[config.mk]
export PLATFORM = sky130hd
export DESIGN_NAME = mp_adder_seq
export DESIGN_NICKNAME = d
export VERILOG_FILES = /design/src/rtl/mp_adder_seq_pkg.sv /design/src/rtl/ripple_carry_adder_Nb.sv /design/src/rtl/mp_adder_seq.sv
export SDC_FILE = /design/constraint.sdc
export NUM_CORES = 1
export LEC_CHECK = 0
export ABC_AREA = 1
export CAP_MARGIN = 10
export CORE_ASPECT_RATIO = 0.8
export CORE_MARGIN = 3
export CORE_UTILIZATION = 50
export DETAILED_ROUTE_END_ITERATION = 8
export HOLD_SLACK_MARGIN = 0.06
export PLACE_DENSITY = 0.9
export SYNTH_ARGS = -nofsm -noshare
export SYNTH_HDL_FRONTEND = slang
export SYNTH_SLANG_ARGS = --single-unit
[constraint.sdc]
create_clock -name iClk -period 11.2 [get_ports iClk]
set_input_delay 1.68 -clock iClk [delete_from_list [all_inputs] [get_ports iClk]]
set_output_delay 1.68 -clock iClk [all_outputs]
set_load 0.05 [all_outputs]
[src/rtl/mp_adder_seq_pkg.sv]
// Shared definitions for the sequential multi-precision adder: FSM encoding,
// default operand/slice widths and a counter-width helper.
package mp_adder_seq_pkg;

  localparam int DEF_OPERAND_WIDTH = 64;
  localparam int DEF_SLICE_WIDTH   = 16;

  typedef enum logic [1:0] {
    ST_IDLE = 2'd0,
    ST_ADD  = 2'd1,
    ST_DONE = 2'd2
  } state_t;

  // A single-slice configuration still needs a 1-bit counter.
  function automatic int cnt_width(input int nslices);
    return (nslices > 1) ? $clog2(nslices) : 1;
  endfunction

endpackage

[src/rtl/ripple_carry_adder_Nb.sv]
// Combinational ripple-carry adder of ADDER_WIDTH bits with carry-in and carry-out.
// The carry chain is walked bit by bit, LSB first.
module ripple_carry_adder_Nb #(
  parameter int ADDER_WIDTH = 16
) (
  input  logic [ADDER_WIDTH-1:0] a,
  input  logic [ADDER_WIDTH-1:0] b,
  input  logic                   cin,
  output logic [ADDER_WIDTH-1:0] sum,
  output logic                   cout
);

  logic [ADDER_WIDTH-1:0] prop;
  logic [ADDER_WIDTH-1:0] gen;

  for (genvar gi = 0; gi < ADDER_WIDTH; gi++) begin : g_pg
    assign prop[gi] = a[gi] ^ b[gi];
    assign gen[gi]  = a[gi] & b[gi];
  end

  // The carry is kept in a procedural variable so the chain is not a
  // self-referencing vector.
  always_comb begin
    logic c;
    c   = cin;
    sum = '0;
    for (int i = 0; i < ADDER_WIDTH; i++) begin
      sum[i] = prop[i] ^ c;
      c      = gen[i] | (prop[i] & c);
    end
    cout = c;
  end

endmodule

[src/rtl/mp_adder_seq.sv]
// Sequential multi-precision adder: adds two OPERAND_WIDTH operands one
// SLICE_WIDTH slice per clock, with valid/ready handshakes on both sides.
module mp_adder_seq
  import mp_adder_seq_pkg::*;
#(
  parameter int OPERAND_WIDTH = DEF_OPERAND_WIDTH,
  parameter int SLICE_WIDTH   = DEF_SLICE_WIDTH
) (
  input  logic                     iClk,
  input  logic                     iRstn,
  input  logic                     iValid,
  output logic                     oReady,
  input  logic [OPERAND_WIDTH-1:0] iA,
  input  logic [OPERAND_WIDTH-1:0] iB,
  input  logic                     iCarry,
  output logic [OPERAND_WIDTH-1:0] oSum,
  output logic                     oCarry,
  output logic                     oValid,
  input  logic                     iReady
);

  localparam int NSLICES = OPERAND_WIDTH / SLICE_WIDTH;
  localparam int CNT_W   = cnt_width(NSLICES);
  localparam logic [CNT_W-1:0] LAST_SLICE = CNT_W'(NSLICES - 1);

  state_t state_reg;
  state_t state_next;

  logic [OPERAND_WIDTH-1:0] a_reg;
  logic [OPERAND_WIDTH-1:0] b_reg;
  logic                     carry_reg;
  logic [CNT_W-1:0]         cnt_reg;
  logic [OPERAND_WIDTH-1:0] sum_reg;
  logic [OPERAND_WIDTH-1:0] sum_next;
  logic                     cout_reg;

  logic [SLICE_WIDTH-1:0]   slice_sum;
  logic                     slice_cout;
  logic                     accept;
  logic                     add_step;
  logic                     last_slice;

  assign accept     = (state_reg == ST_IDLE) && iValid;
  assign add_step   = (state_reg == ST_ADD);
  assign last_slice = add_step && (cnt_reg == LAST_SLICE);

  // ---------------- FSM: state register ----------------
  always_ff @(posedge iClk) begin
    if (!iRstn) begin
      state_reg <= ST_IDLE;
    end else begin
      state_reg <= state_next;
    end
  end

  // ---------------- FSM: next state ----------------
  always_comb begin
    state_next = state_reg;
    case (state_reg)
      ST_IDLE: if (iValid)     state_next = ST_ADD;
      ST_ADD:  if (last_slice) state_next = ST_DONE;
      ST_DONE: if (iReady)     state_next = ST_IDLE;
      default:                 state_next = ST_IDLE;
    endcase
  end

  // ---------------- FSM: outputs ----------------
  always_comb begin
    oReady = 1'b0;
    oValid = 1'b0;
    case (state_reg)
      ST_IDLE: oReady = 1'b1;
      ST_DONE: oValid = 1'b1;
      default: ;
    endcase
  end

  // The low slice of the shifted operands is always the one being added.
  ripple_carry_adder_Nb #(
    .ADDER_WIDTH(SLICE_WIDTH)
  ) u_slice_adder (
    .a    (a_reg[SLICE_WIDTH-1:0]),
    .b    (b_reg[SLICE_WIDTH-1:0]),
    .cin  (carry_reg),
    .sum  (slice_sum),
    .cout (slice_cout)
  );

  // Only the slice addressed by the counter takes the new partial sum.
  for (genvar gi = 0; gi < NSLICES; gi++) begin : g_sum_slice
    assign sum_next[gi*SLICE_WIDTH +: SLICE_WIDTH] =
      (cnt_reg == CNT_W'(gi)) ? slice_sum : sum_reg[gi*SLICE_WIDTH +: SLICE_WIDTH];
  end

  // ---------------- datapath ----------------
  always_ff @(posedge iClk) begin
    if (!iRstn) begin
      a_reg     <= '0;
      b_reg     <= '0;
      carry_reg <= 1'b0;
      cnt_reg   <= '0;
      sum_reg   <= '0;
      cout_reg  <= 1'b0;
    end else if (accept) begin
      a_reg     <= iA;
      b_reg     <= iB;
      carry_reg <= iCarry;
      cnt_reg   <= '0;
    end else if (add_step) begin
      a_reg     <= a_reg >> SLICE_WIDTH;
      b_reg     <= b_reg >> SLICE_WIDTH;
      carry_reg <= slice_cout;
      cnt_reg   <= cnt_reg + CNT_W'(1);
      sum_reg   <= sum_next;
      if (last_slice) begin
        cout_reg <= slice_cout;
      end
    end
  end

  assign oSum   = sum_reg;
  assign oCarry = cout_reg;

endmodule

* Word level (Yosys, flattened, before mapping) *
Cells that the tools add are included.

cells by class
  reduce and logical (&&, ||, !) cells = 12
  muxes and demuxes = 12
  bitwise logic cells = 82
  equal/unequal tests = 8
  add/sub/neg operators = 1

operators by type and width
  operator                                               count
  two-way mux 64 bit                                     4
  AND 1 bit                                              32
  XOR 1 bit                                              32
  AND reduction 3 bit                                    6
  OR 1 bit                                               16
  == test 2 bit, second input constant                   3
  two-way mux 2 bit                                      3
  one-hot mux 2 bit (3 select lines)                     1
  == test 2 x 1 -> 1 bit, second input constant          2
  logical NOT 2 bit                                      2
  two-way mux 1 bit                                      4
  inequality test 2 bit, second input constant           2
  adder 2 x 1 -> 2 bit, second input constant            1
  logical AND 1 bit                                      2
  inequality test 2 x 1 -> 1 bit, second input constant  1
  NOT 1 bit                                              2
  nonzero test 2 bit                                     1
  OR reduction 2 bit                                     1

word-level totals
  input port bits = 133
  output and inout port bits = 67
  flip-flop bits (word level) = 198
  logic and storage cells = 125

* Logic depth before layout (Yosys ltp) *
Gate-level depths: netlist of run 1.

  depth in word-level cells = 35
  mapped depth = 24
  gate-level depth less buffers = 24

* Modules after synthesis *
Synthesis of run 1 repeated with hierarchy kept, for this count alone.

unflattened totals
  cells, all modules = 1322
  area, all modules = 8912.3 um^2

modules (own cells, without submodules)
  module                 area each (um^2)  cells an instance  sequential area each (um^2)  times used
  mp_adder_seq           8554.5            1296               3963.8                       1
  ripple_carry_adder_Nb  357.8             26                 0.0                          1

* Worst setup path before layout of run 1 *
Ideal clock, no wire load.

  path type = reg-to-reg
  start point = reg a_reg[0]
  end point = reg sum_reg[15], in the netlist oSum[15]
  required time = 11.135 ns
  period minus slack after synthesis = 6.590 ns
  cell stages (with the launch flop) = 23
  data arrival time = 6.525 ns
  setup slack = 4.610 ns
  path buffers = 0
  setup time = 0.065 ns
  path through = dfxtp_1 -> inv_1 -> fa_1 -> inv_1 -> fa_1 -> fa_1 -> fa_1 -> fa_1 -> fa_1 -> fa_1 -> fa_1 -> fa_1 -> fa_1 -> fa_1 -> fa_1 -> fa_1 -> fa_1 -> fa_1 -> inv_1 -> fa_1 -> inv_1 -> nor2_1 -> nor2_1

on the way
  longest elaborated chain between the ends = 32
  elaborated cells on any way between the ends = 33
  those cells by class = bitwise (33)

RTL lines
  what                    line                         text
  from (decl)             mp_adder_seq.sv:29           logic [OPERAND_WIDTH-1:0] a_reg;
  from (signal assigned)  mp_adder_seq.sv:105          a_reg <= iA;
  from (signal assigned)  mp_adder_seq.sv:110          a_reg <= a_reg >> SLICE_WIDTH;
  XOR 1 bit               ripple_carry_adder_Nb.sv:17  assign prop[gi] = a[gi] ^ b[gi];
  AND 1 bit               ripple_carry_adder_Nb.sv:29  c = gen[i] | (prop[i] & c);
  OR 1 bit *              ripple_carry_adder_Nb.sv:29
  AND 1 bit *             ripple_carry_adder_Nb.sv:29
  OR 1 bit *              ripple_carry_adder_Nb.sv:29
  AND 1 bit *             ripple_carry_adder_Nb.sv:29
  OR 1 bit *              ripple_carry_adder_Nb.sv:29
  AND 1 bit *             ripple_carry_adder_Nb.sv:29
  [... 16 more ...]       --
  OR 1 bit *              ripple_carry_adder_Nb.sv:29
  AND 1 bit *             ripple_carry_adder_Nb.sv:29
  OR 1 bit *              ripple_carry_adder_Nb.sv:29
  AND 1 bit *             ripple_carry_adder_Nb.sv:29
  OR 1 bit *              ripple_carry_adder_Nb.sv:29
  AND 1 bit *             ripple_carry_adder_Nb.sv:29
  OR 1 bit *              ripple_carry_adder_Nb.sv:29
  XOR 1 bit *             ripple_carry_adder_Nb.sv:28  sum[i] = prop[i] ^ c;
  to (signal assigned)    mp_adder_seq.sv:114          sum_reg <= sum_next;
  to (decl)               mp_adder_seq.sv:33           logic [OPERAND_WIDTH-1:0] sum_reg;

Every way passes the cells marked *; elsewhere a longest branch is shown, timed or not.
A chain may end at the register's enable or synchronous reset.

* Worst setup path in the final report of run 1 *
  start point = reg a_reg[0]
  end point = reg sum_reg[47], in the netlist oSum[47]

Same word-level chain as after synthesis.

==> impl_metrics.csv, run 1 <==
group,metric,value,unit
run_status,outcome,"completed",
global_route,track_usage,0.261,
sta,maxSlewViolCount,0,
clock_tree,htreeDepth,4,
sta,rsz0062_at_grt,"no",
floorplan,die_h,126,um
power,vdd_drop_max,0.112,mV
detailed_routing,drcViolationCount,0,
worst_setup_path,reg2reg_depth,22,
logic_synthesis,synth_warnings,0,
global_route,grt_max_degree,100,
global_route,antenna_found_initial,2,
logic_synthesis,synth_cell_types,22,
global_route,grt_pass1_vias,8280,
sta,finalSetupViolCount,0,
worst_setup_path,worstPathMaxFanout,4,
placement,dp_hpwl,17500,um
sta,setup_slack,4.08,ns
logic_synthesis,syn_avg_cell_area,6.82,um^2
sta,fin_setup_tns,0,ns
logic_synthesis,ys_seq_area_frac,0.439,
worst_setup_path,critPathKind,"flop to flop",
sta,tightest_slew,1.11,ns
worst_setup_path,cp-startpoint,"a_reg[0]",
clock_tree,post-cts-setup-buffers,0,
worst_setup_path,cp_data_arrival_time,7.48,ns
floorplan,core-area,17500,um^2
cells_and_area,instances_no_fill,1698,
floorplan,die_width,156,um
power,p_per_area,146,nW/um^2
placement,placed_cell_area,10900,um^2
power,p_leak,5.32,nW
cells_and_area,area_delta_synth_final,27.7,%
placement,port_buffers,199,
detailed_routing,via_count,8990,
clock_tree,cts_resized,0,
global_route,grt_pass1_wl,41400,um
clock_tree,clock_path_buffers,2,
placement,gp_congestion,0.882,
sta,finalCritPeriodShare,0.636,
floorplan,fp-row-count,43,
clock_tree,clock_latency,0.44,ns
detailed_routing,wl_per_cell,15.2,um
worst_setup_path,timing.rr.end,"oSum[47]",
cells_and_area,layout-drive-gt1-share,0.0367,
floorplan,die-area,19700,um^2
worst_setup_path,r2r-start,"a_reg[0]",
cells_and_area,design_area,11500,um^2
worst_setup_path,r2r_slack,4.08,ns
global_route,overflow,0,
clock_tree,hold_buffers,0,
worst_setup_path,required,11.56,ns
cells_and_area,nNetsFinal,1613,
clock_tree,clock-sinks,198,
logic_synthesis,synth_area,9040,um^2
sta,fin_skew,0.0147,ns
sta,min_period,7.12,ns
placement,post-place-ws,4.14,ns
clock_tree,cts_tree,"yes",
clock_tree,cts-root-buf,"clkbuf_16",
clock_tree,clk_pin_slew_worst_paths,0.07,ns
detailed_routing,ant_nets,0,
logic_synthesis,synthCells,1325,
worst_setup_path,start_kind,"flop",
hold_path,worstHoldPathType,"flop to flop",
power,p_total,0.00168,W
detailed_routing,drtIter0Drc,777,
logic_synthesis,synth_fp_nets,1478,
detailed_routing,wirelength,25900,um
sta,fmax,140,MHz
floorplan,io_pins,200,
placement,dp_cells,1666,
cells_and_area,insertedDiodeCount,0,
clock_tree,cts_made_buffers,17,
sta,finalHoldViolCount,0,
detailed_routing,routed_via_density,5.29,
worst_setup_path,endpoint,"oSum[47]",
worst_setup_path,crit_path_end_kind,"flop",
sta,slew_headroom,0.260,
floorplan,initial_core_util,0.515,
detailed_routing,drtPass1Iterations,5,
logic_synthesis,ys_ff_latch,198,
flow_run,maxCapViolations,0,
## worst min-delay path by stage
| stage | startpoint | slack, ns | cells after the start | endpoint |
|---|---|---|---|---|
| after floorplan | a_reg[16] | 0.44 | 2 | a_reg[16] |
| after global placement | b_reg[56] | 0.45 | 2 | b_reg[56] |
| after detailed placement | b_reg[28] | 0.46 | 2 | b_reg[28] |
| after CTS | b_reg[28] | 0.47 | 2 | b_reg[28] |
| after global routing | b_reg[56] | 0.49 | 2 | b_reg[56] |
| final | a_reg[22] | 0.46 | 2 | a_reg[22] |
## through the flow
step | utilization | hold WS, ns
floorplan | - | 0.444
global placement | 0.623 | 0.452
detailed placement | 0.623 | 0.455
CTS | 0.658 | 0.466
global route | 0.658 | 0.486
finish | 0.658 | 0.464
## critical path, stage by stage, from the launching register on
cell and delay [ns]:
dfxtp_1 0.31, inv_1 0.09, fa_1 0.19, inv_1 0.05, fa_1 0.40, fa_1 0.43, fa_1 0.42, fa_1 0.41
fa_1 0.39, fa_1 0.41, fa_1 0.41, fa_1 0.39, fa_1 0.39, fa_1 0.39, fa_1 0.40, fa_1 0.39
fa_1 0.39, fa_1 0.37, inv_1 0.07, fa_1 0.41, inv_1 0.13, nor2_1 0.07, nor2_1 0.13
## synth_stat cells, drive strengths merged
library cell | number | area share
nand2 | 370 | 0.15
nor2 | 219 | 0.095
dfxtp | 198 | 0.44
nand3 | 152 | 0.084
inv | 94 | 0.039
a21oi | 92 | 0.051
o21ai | 65 | 0.036
buf | 48 | 0.032
clkbuf | 43 | 0.018
clkinv | 24 | 0.010
fa | 16 | 0.035
ha | 4 | 0.0055
## kinds of logic (layout without fill, tap and decap cells)
| logic type | count (synthesis) | count (layout) | synth area share |
|---|---|---|---|
| AND/OR/NAND/NOR | 741 | 741 | 0.334 |
| buffers and inverters | 209 | 357 | 0.0995 |
| flip-flops | 198 | 198 | 0.439 |
| AO/OA/AOI/OAI | 157 | 157 | 0.0873 |
| adder cells (fa/ha/maj) | 20 | 20 | 0.0410 |
## where the power goes
| group | switching [W] | internal [W] | total (W) |
|---|---|---|---|
| Clock | 0.000300 | 0.000322 | 0.000622 |
| Sequential | 0.0000265 | 0.000746 | 0.000773 |
| Combinational | 0.000176 | 0.000112 | 0.000288 |
## final cells by class
class                   count  area (um^2)
well taps                 225          282
multi-input cells         918         4190
fillers                  1461         6000
clock buffers              17          425
clock inverters            15          183
flip-flops and latches    198         3970
repair buffers            207         2050
inverters                 118          445
## layer usage
layer  vias to the layer above  wire [um]  global-route usage
met2                       428      12000               0.407
met4                         4        475              0.0685
li1                       4399          -                   -
met1                      4103      10700               0.355
met3                        56       2720              0.0773
met5                         -         21                   0
## cell usage in the layout (no fill, tap or decap), types with 2 or more instances in the layout
master | synthesis | final
clkbuf_16 | 0 | 17
inv_6 | 0 | 3
nor2_2 | 4 | 3
inv_8 | 0 | 5
clkinv_1 | 24 | 23
a21oi_1 | 92 | 92
nor2_4 | 1 | 2
clkdlybuf4s50_1 | 0 | 198
clkinv_8 | 0 | 3
o21ai_0 | 64 | 64
nand3_1 | 152 | 152
nand2_1 | 368 | 367
buf_4 | 21 | 9
nand2_2 | 1 | 2
inv_1 | 93 | 93
dfxtp_1 | 198 | 197
ha_1 | 4 | 4
nor2_1 | 213 | 213
fa_1 | 16 | 16
Note: power is estimated with default switching activity, not from simulation.
==> inputs of run 2 (changes only) <==
Clock period 11.2 ns to 6.6 ns, I/O delays scaled along.
==> impl_metrics.csv, run 2 (same netlist as run 1, synthesis figures left out) <==
group,metric,value,unit
clock_tree,post-cts-setup-buffers,0,
power,vdd_drop_max,0.175,mV
detailed_routing,drcViolationCount,0,
floorplan,die-area,19700,um^2
worst_setup_path,critPathKind,"flop to flop",
hold_path,worstHoldPathType,"flop to flop",
cells_and_area,final_cell_mix,"nand2_1, nor2_1, clkdlybuf4s50_1",
sta,fin_skew,0.0149,ns
cells_and_area,final_common_cell,"nand2_1",
global_route,grt_pass1_wl,41600,um
worst_setup_path,worstPathMaxFanout,4,
sta,finalSetupViolCount,0,
cells_and_area,instances_no_fill,1700,
placement,dp_cells,1668,
placement,dp_hpwl,17200,um
clock_tree,clock-sinks,198,
detailed_routing,drtIter0Drc,787,
worst_setup_path,timing.rr.end,"oSum[47]",
floorplan,die_width,156,um
floorplan,io_pins,200,
sta,rsz0062_at_grt,"no",
run_status,outcome,"completed",
worst_setup_path,max_stage_delay,0.41,ns
global_route,met3_usage,0.0598,
worst_setup_path,critPathTopFamily,"adder cells",
cells_and_area,insertedDiodeCount,0,
detailed_routing,via_count,8963,
detailed_routing,routed_via_density,5.27,
power,p_per_area,249,nW/um^2
sta,maxSlewViolCount,0,
worst_setup_path,crit_chain,"inv_1, fa_1, inv_1, fa_2, fa_2, fa_2, fa_2, fa_2, fa_2, fa_2, fa_2, fa_2, fa_2, fa_2, fa_2, fa_2, fa_2, inv_2, fa_1, inv_2, nor2_1, nor2_1",
clock_tree,cts_made_buffers,17,
placement,gp_congestion,0.852,
clock_tree,clk_pin_slew_worst_paths,0.08,ns
sta,min_period,6.33,ns
cells_and_area,layout-drive-gt1-share,0.0488,
floorplan,die_h,126,um
worst_setup_path,r2r-start,"a_reg[0]",
clock_tree,htreeDepth,4,
clock_tree,clock_path_buffers,2,
worst_setup_path,cp_data_arrival_time,6.71,ns
global_route,top_usage_layer,"met2",
worst_setup_path,start_kind,"flop",
power,p_leak,5.31,nW
sta,slew_headroom,0.325,
detailed_routing,wirelength,26100,um
flow_run,maxCapViolations,0,
global_route,globalRouteMet1Util,0.362,
sta,finalCritPeriodShare,0.959,
worst_setup_path,path_buf_inv,4,
hold_path,worstHoldStart,"a_reg[19]",
hold_path,whs_endpoint,"a_reg[19]",
worst_setup_path,r2r_slack,0.27,ns
global_route,track_usage,0.261,
worst_setup_path,crit_slowest_cell,"fa_1",
worst_setup_path,required,6.98,ns
cells_and_area,post-route-util,0.663,
detailed_routing,drtPass1Iterations,5,
detailed_routing,ant_nets,0,
floorplan,fp-row-count,43,
cells_and_area,area_delta_synth_final,28.6,%
cells_and_area,nNetsFinal,1615,
sta,fmax,158,MHz
clock_tree,clock_latency,0.45,ns
floorplan,core-area,17500,um^2
global_route,grt_max_degree,98,
worst_setup_path,crit_path_frequent_cell,"fa_2",
clock_tree,cts-root-buf,"clkbuf_16",
sta,finalHoldViolCount,0,
sta,tightest_slew,1.01,ns
global_route,antenna_found_initial,1,
worst_setup_path,reg2reg_depth,22,
detailed_routing,wl_per_cell,15.4,um
global_route,use_met2,0.408,
worst_setup_path,crit_path_end_kind,"flop",
power,p_total,0.00289,W
floorplan,initial_core_util,0.515,
global_route,grt_pass1_vias,8258,
hold_path,hold_depth,2,
placement,port_buffers,199,
cells_and_area,num-fill-cells,1456,
clock_tree,cts_tree,"yes",
global_route,overflow,0,
## run 2: cell type report
cell class                      count  area [um^2]  area share
Clock buffer                       17          425      0.0366
Sequential cell                   198         3970       0.341
Tap cell                          225          282      0.0242
Inverter                          118          445      0.0383
Timing Repair Buffer              209         2060       0.178
Multi-Input combinational cell    918         4230       0.364
Clock inverter                     15          214      0.0184
## run 2: layer usage
metal | wire (um) | vias up
met3 | 2540 | 37
met4 | 439 | 2
met5 | 9 | -
li1 | - | 4384
met1 | 11200 | 4111
met2 | 11900 | 429
## run 2: repair_timing
| item | CTS | global route |
|---|---|---|
| hold buffers | 0 | 0 |
| setup endpoints to repair | 6 | 5 |
| pin swaps | 1 | 4 |
| gates resized for setup | 10 | 6 |
## run 2: metrics by stage
stage,setup WS [ns],hold slack [ns],TNS (ns),instance area (um^2)
6_report,0.269,0.466,0,11600
5_1_grt,0.0485,0.486,0,11600
4_1_cts,0.0115,0.469,0,11600
3_5_place_dp,-0.367,0.457,-1.62,10900
3_3_place_gp,-0.262,0.453,-1.12,10900
2_1_floorplan,0.0101,0.444,0,9040
## run 2: power by group
| part | leakage [nW] | switching (W) | internal [W] | total (W) |
|---|---|---|---|---|
| clock | 0.306 | 0.000561 | 0.000529 | 0.00109 |
| sequential | 1.62 | 0.0000455 | 0.00127 | 0.00131 |
| combinational | 3.38 | 0.000300 | 0.000193 | 0.000493 |
## run 2: how the worst max path moves through the flow
stage,startpoint,end,slack [ns],depth (start not counted)
floorplan,a_reg[0],oSum[15],0.01,22
global placement,a_reg[0],oSum[47],-0.26,22
detailed placement,a_reg[0],oSum[47],-0.37,22
CTS,a_reg[0],oSum[47],0.01,22
global route,a_reg[0],oSum[31],0.05,22
finish,a_reg[0],oSum[47],0.27,22
## run 2: worst reg2reg max path: cells and delay by family, from the launching register on
family | cells | cell delay [ns]
adders and majority gates | 16 | 5.50
DFF | 1 | 0.32
and+or+nand+nor | 2 | 0.17
buffers and inverters | 4 | 0.28
==> inputs of run 3 (changes only) <==
Settings changed: PLACE_DENSITY 0.9 to 0.89.
==> impl_metrics.csv, run 3 (same netlist as run 1, synthesis figures left out) <==
group,metric,value,unit
run_status,outcome,"completed",
hold_path,hold_depth,2,
worst_setup_path,r2r_slack,0.16,ns
clock_tree,clock_latency,0.44,ns
sta,fin_skew,0.0162,ns
cells_and_area,num-fill-cells,1467,
hold_path,whs_endpoint,"a_reg[24]",
cells_and_area,nNetsFinal,1613,
cells_and_area,final_cell_mix,"nand2_1, nor2_1, clkdlybuf4s50_1",
sta,tightest_slew,1.06,ns
worst_setup_path,timing.rr.end,"oSum[63]",
placement,post-place-ws,-0.432,ns
clock_tree,cts_made_buffers,17,
placement,dp_hpwl,17600,um
worst_setup_path,cp_data_arrival_time,6.81,ns
sta,min_period,6.44,ns
floorplan,fp-row-count,43,
detailed_routing,wl_per_cell,15.7,um
cells_and_area,area_delta_synth_final,28.3,%
worst_setup_path,reg2reg_depth,22,
flow_run,maxCapViolations,0,
detailed_routing,routed_via_density,5.34,
global_route,antenna_found_initial,0,
clock_tree,htreeDepth,4,
power,p_leak,5.30,nW
cells_and_area,layout-drive-gt1-share,0.0482,
floorplan,die_h,126,um
placement,port_buffers,199,
floorplan,die_width,156,um
worst_setup_path,r2r-start,"b_reg[0]",
placement,gp_congestion,0.895,
clock_tree,clk_pin_slew_worst_paths,0.08,ns
worst_setup_path,start_kind,"flop",
worst_setup_path,crit_path_end_kind,"flop",
detailed_routing,wirelength,26600,um
clock_tree,clock_path_buffers,2,
cells_and_area,design_area,11600,um^2
sta,fin_hold_ws,0.466,ns
global_route,overflow,0,
hold_path,worstHoldPathType,"flop to flop",
worst_setup_path,required,6.97,ns
floorplan,die-area,19700,um^2
worst_setup_path,critPathKind,"flop to flop",
detailed_routing,via_count,9068,
clock_tree,clock-sinks,198,
global_route,grt_max_degree,100,
global_route,grt_pass1_wl,43000,um
cells_and_area,insertedDiodeCount,0,
cells_and_area,regArea,3970,um^2
floorplan,io_pins,200,
hold_path,worstHoldStart,"a_reg[24]",
sta,fmax,155,MHz
sta,slew_headroom,0.292,
worst_setup_path,worstPathMaxFanout,4,
cells_and_area,final_common_cell,"nand2_1",
clock_tree,cts_tree,"yes",
power,p_per_area,249,nW/um^2
global_route,track_usage,0.270,
floorplan,core-area,17500,um^2
floorplan,initial_core_util,0.515,
placement,placed_cell_area,10900,um^2
detailed_routing,drcViolationCount,0,
sta,maxSlewViolCount,0,
sta,finalHoldViolCount,0,
clock_tree,cts-root-buf,"clkbuf_16",
cells_and_area,multi_input_area,4230,um^2
detailed_routing,drtIter0Drc,1059,
detailed_routing,ant_nets,0,
sta,finalCritPeriodShare,0.976,
power,vdd_drop_max,0.178,mV
global_route,grt_pass1_vias,8654,
sta,rsz0062_at_grt,"no",
sta,finalSetupViolCount,0,
detailed_routing,drtPass1Iterations,5,
sta,fin_setup_tns,0,ns
sta,setup_slack,0.158,ns
[run 3: layout make-up]
cell class / instances / area share
multi-input combinational: 918 / 0.364
sequential: 198 / 0.342
timing repair buffer: 207 / 0.177
inverter: 118 / 0.0384
clock buffer: 17 / 0.0367
tap: 225 / 0.0243
clock inverter: 15 / 0.0172
[run 3: how the worst max path moves through the flow]
stage               slack, ns     start        to  cells past startpoint
CTS                     0.008  a_reg[0]  oSum[47]                     22
floorplan                0.01  a_reg[0]  oSum[15]                     22
global placement        -0.27  a_reg[0]  oSum[31]                     22
detailed placement      -0.43  a_reg[0]  oSum[47]                     22
finish                   0.16  b_reg[0]  oSum[63]                     22
global route            0.001  b_reg[0]  oSum[47]                     22
[run 3: repair_timing]
| action | CTS | global route |
|---|---|---|
| hold buffers | 0 | 0 |
| buffers inserted | 0 | 0 |
| setup endpoints to repair | 9 | 5 |
| pin swaps | 0 | 3 |
| hold endpoints to repair | 0 | 0 |
| resized for setup | 10 | 7 |
[run 3: worst max-delay path, cell delays in order, from the launching register on]
cell and delay (ns):
dfxtp_2 0.33, inv_1 0.07, fa_1 0.16, inv_1 0.05
fa_2 0.34, fa_2 0.38, fa_2 0.36, fa_2 0.36
fa_2 0.37, fa_2 0.36, fa_2 0.36, fa_2 0.36
fa_2 0.35, fa_2 0.35, fa_2 0.36, fa_2 0.36
fa_2 0.36, fa_2 0.34, inv_1 0.08, fa_1 0.44
inv_2 0.10, nor2_1 0.05, nor2_1 0.11
[run 3: through the flow]
stage,power [W],instances,util
finish,0.00289,1698,0.661
global route,0.00301,1698,0.661
CTS,0.00290,1698,0.660
detailed placement,0.00182,1666,0.623
global placement,0.00181,1666,0.623
floorplan,0.00163,1325,-
[run 3: power by group]
part	switching, W	internal, W
clock network	0.000531	0.000553
registers	0.0000485	0.00127
logic	0.000299	0.000192
[run 3: per-layer routing]
metal | vias to the layer above | GRT usage | part of all wire
met4 | 0 | 0.0906 | 0.024
li1 | 4382 | - | -
met2 | 456 | 0.421 | 0.45
met1 | 4180 | 0.375 | 0.43
met5 | - | 0 | 0
met3 | 50 | 0.0557 | 0.094
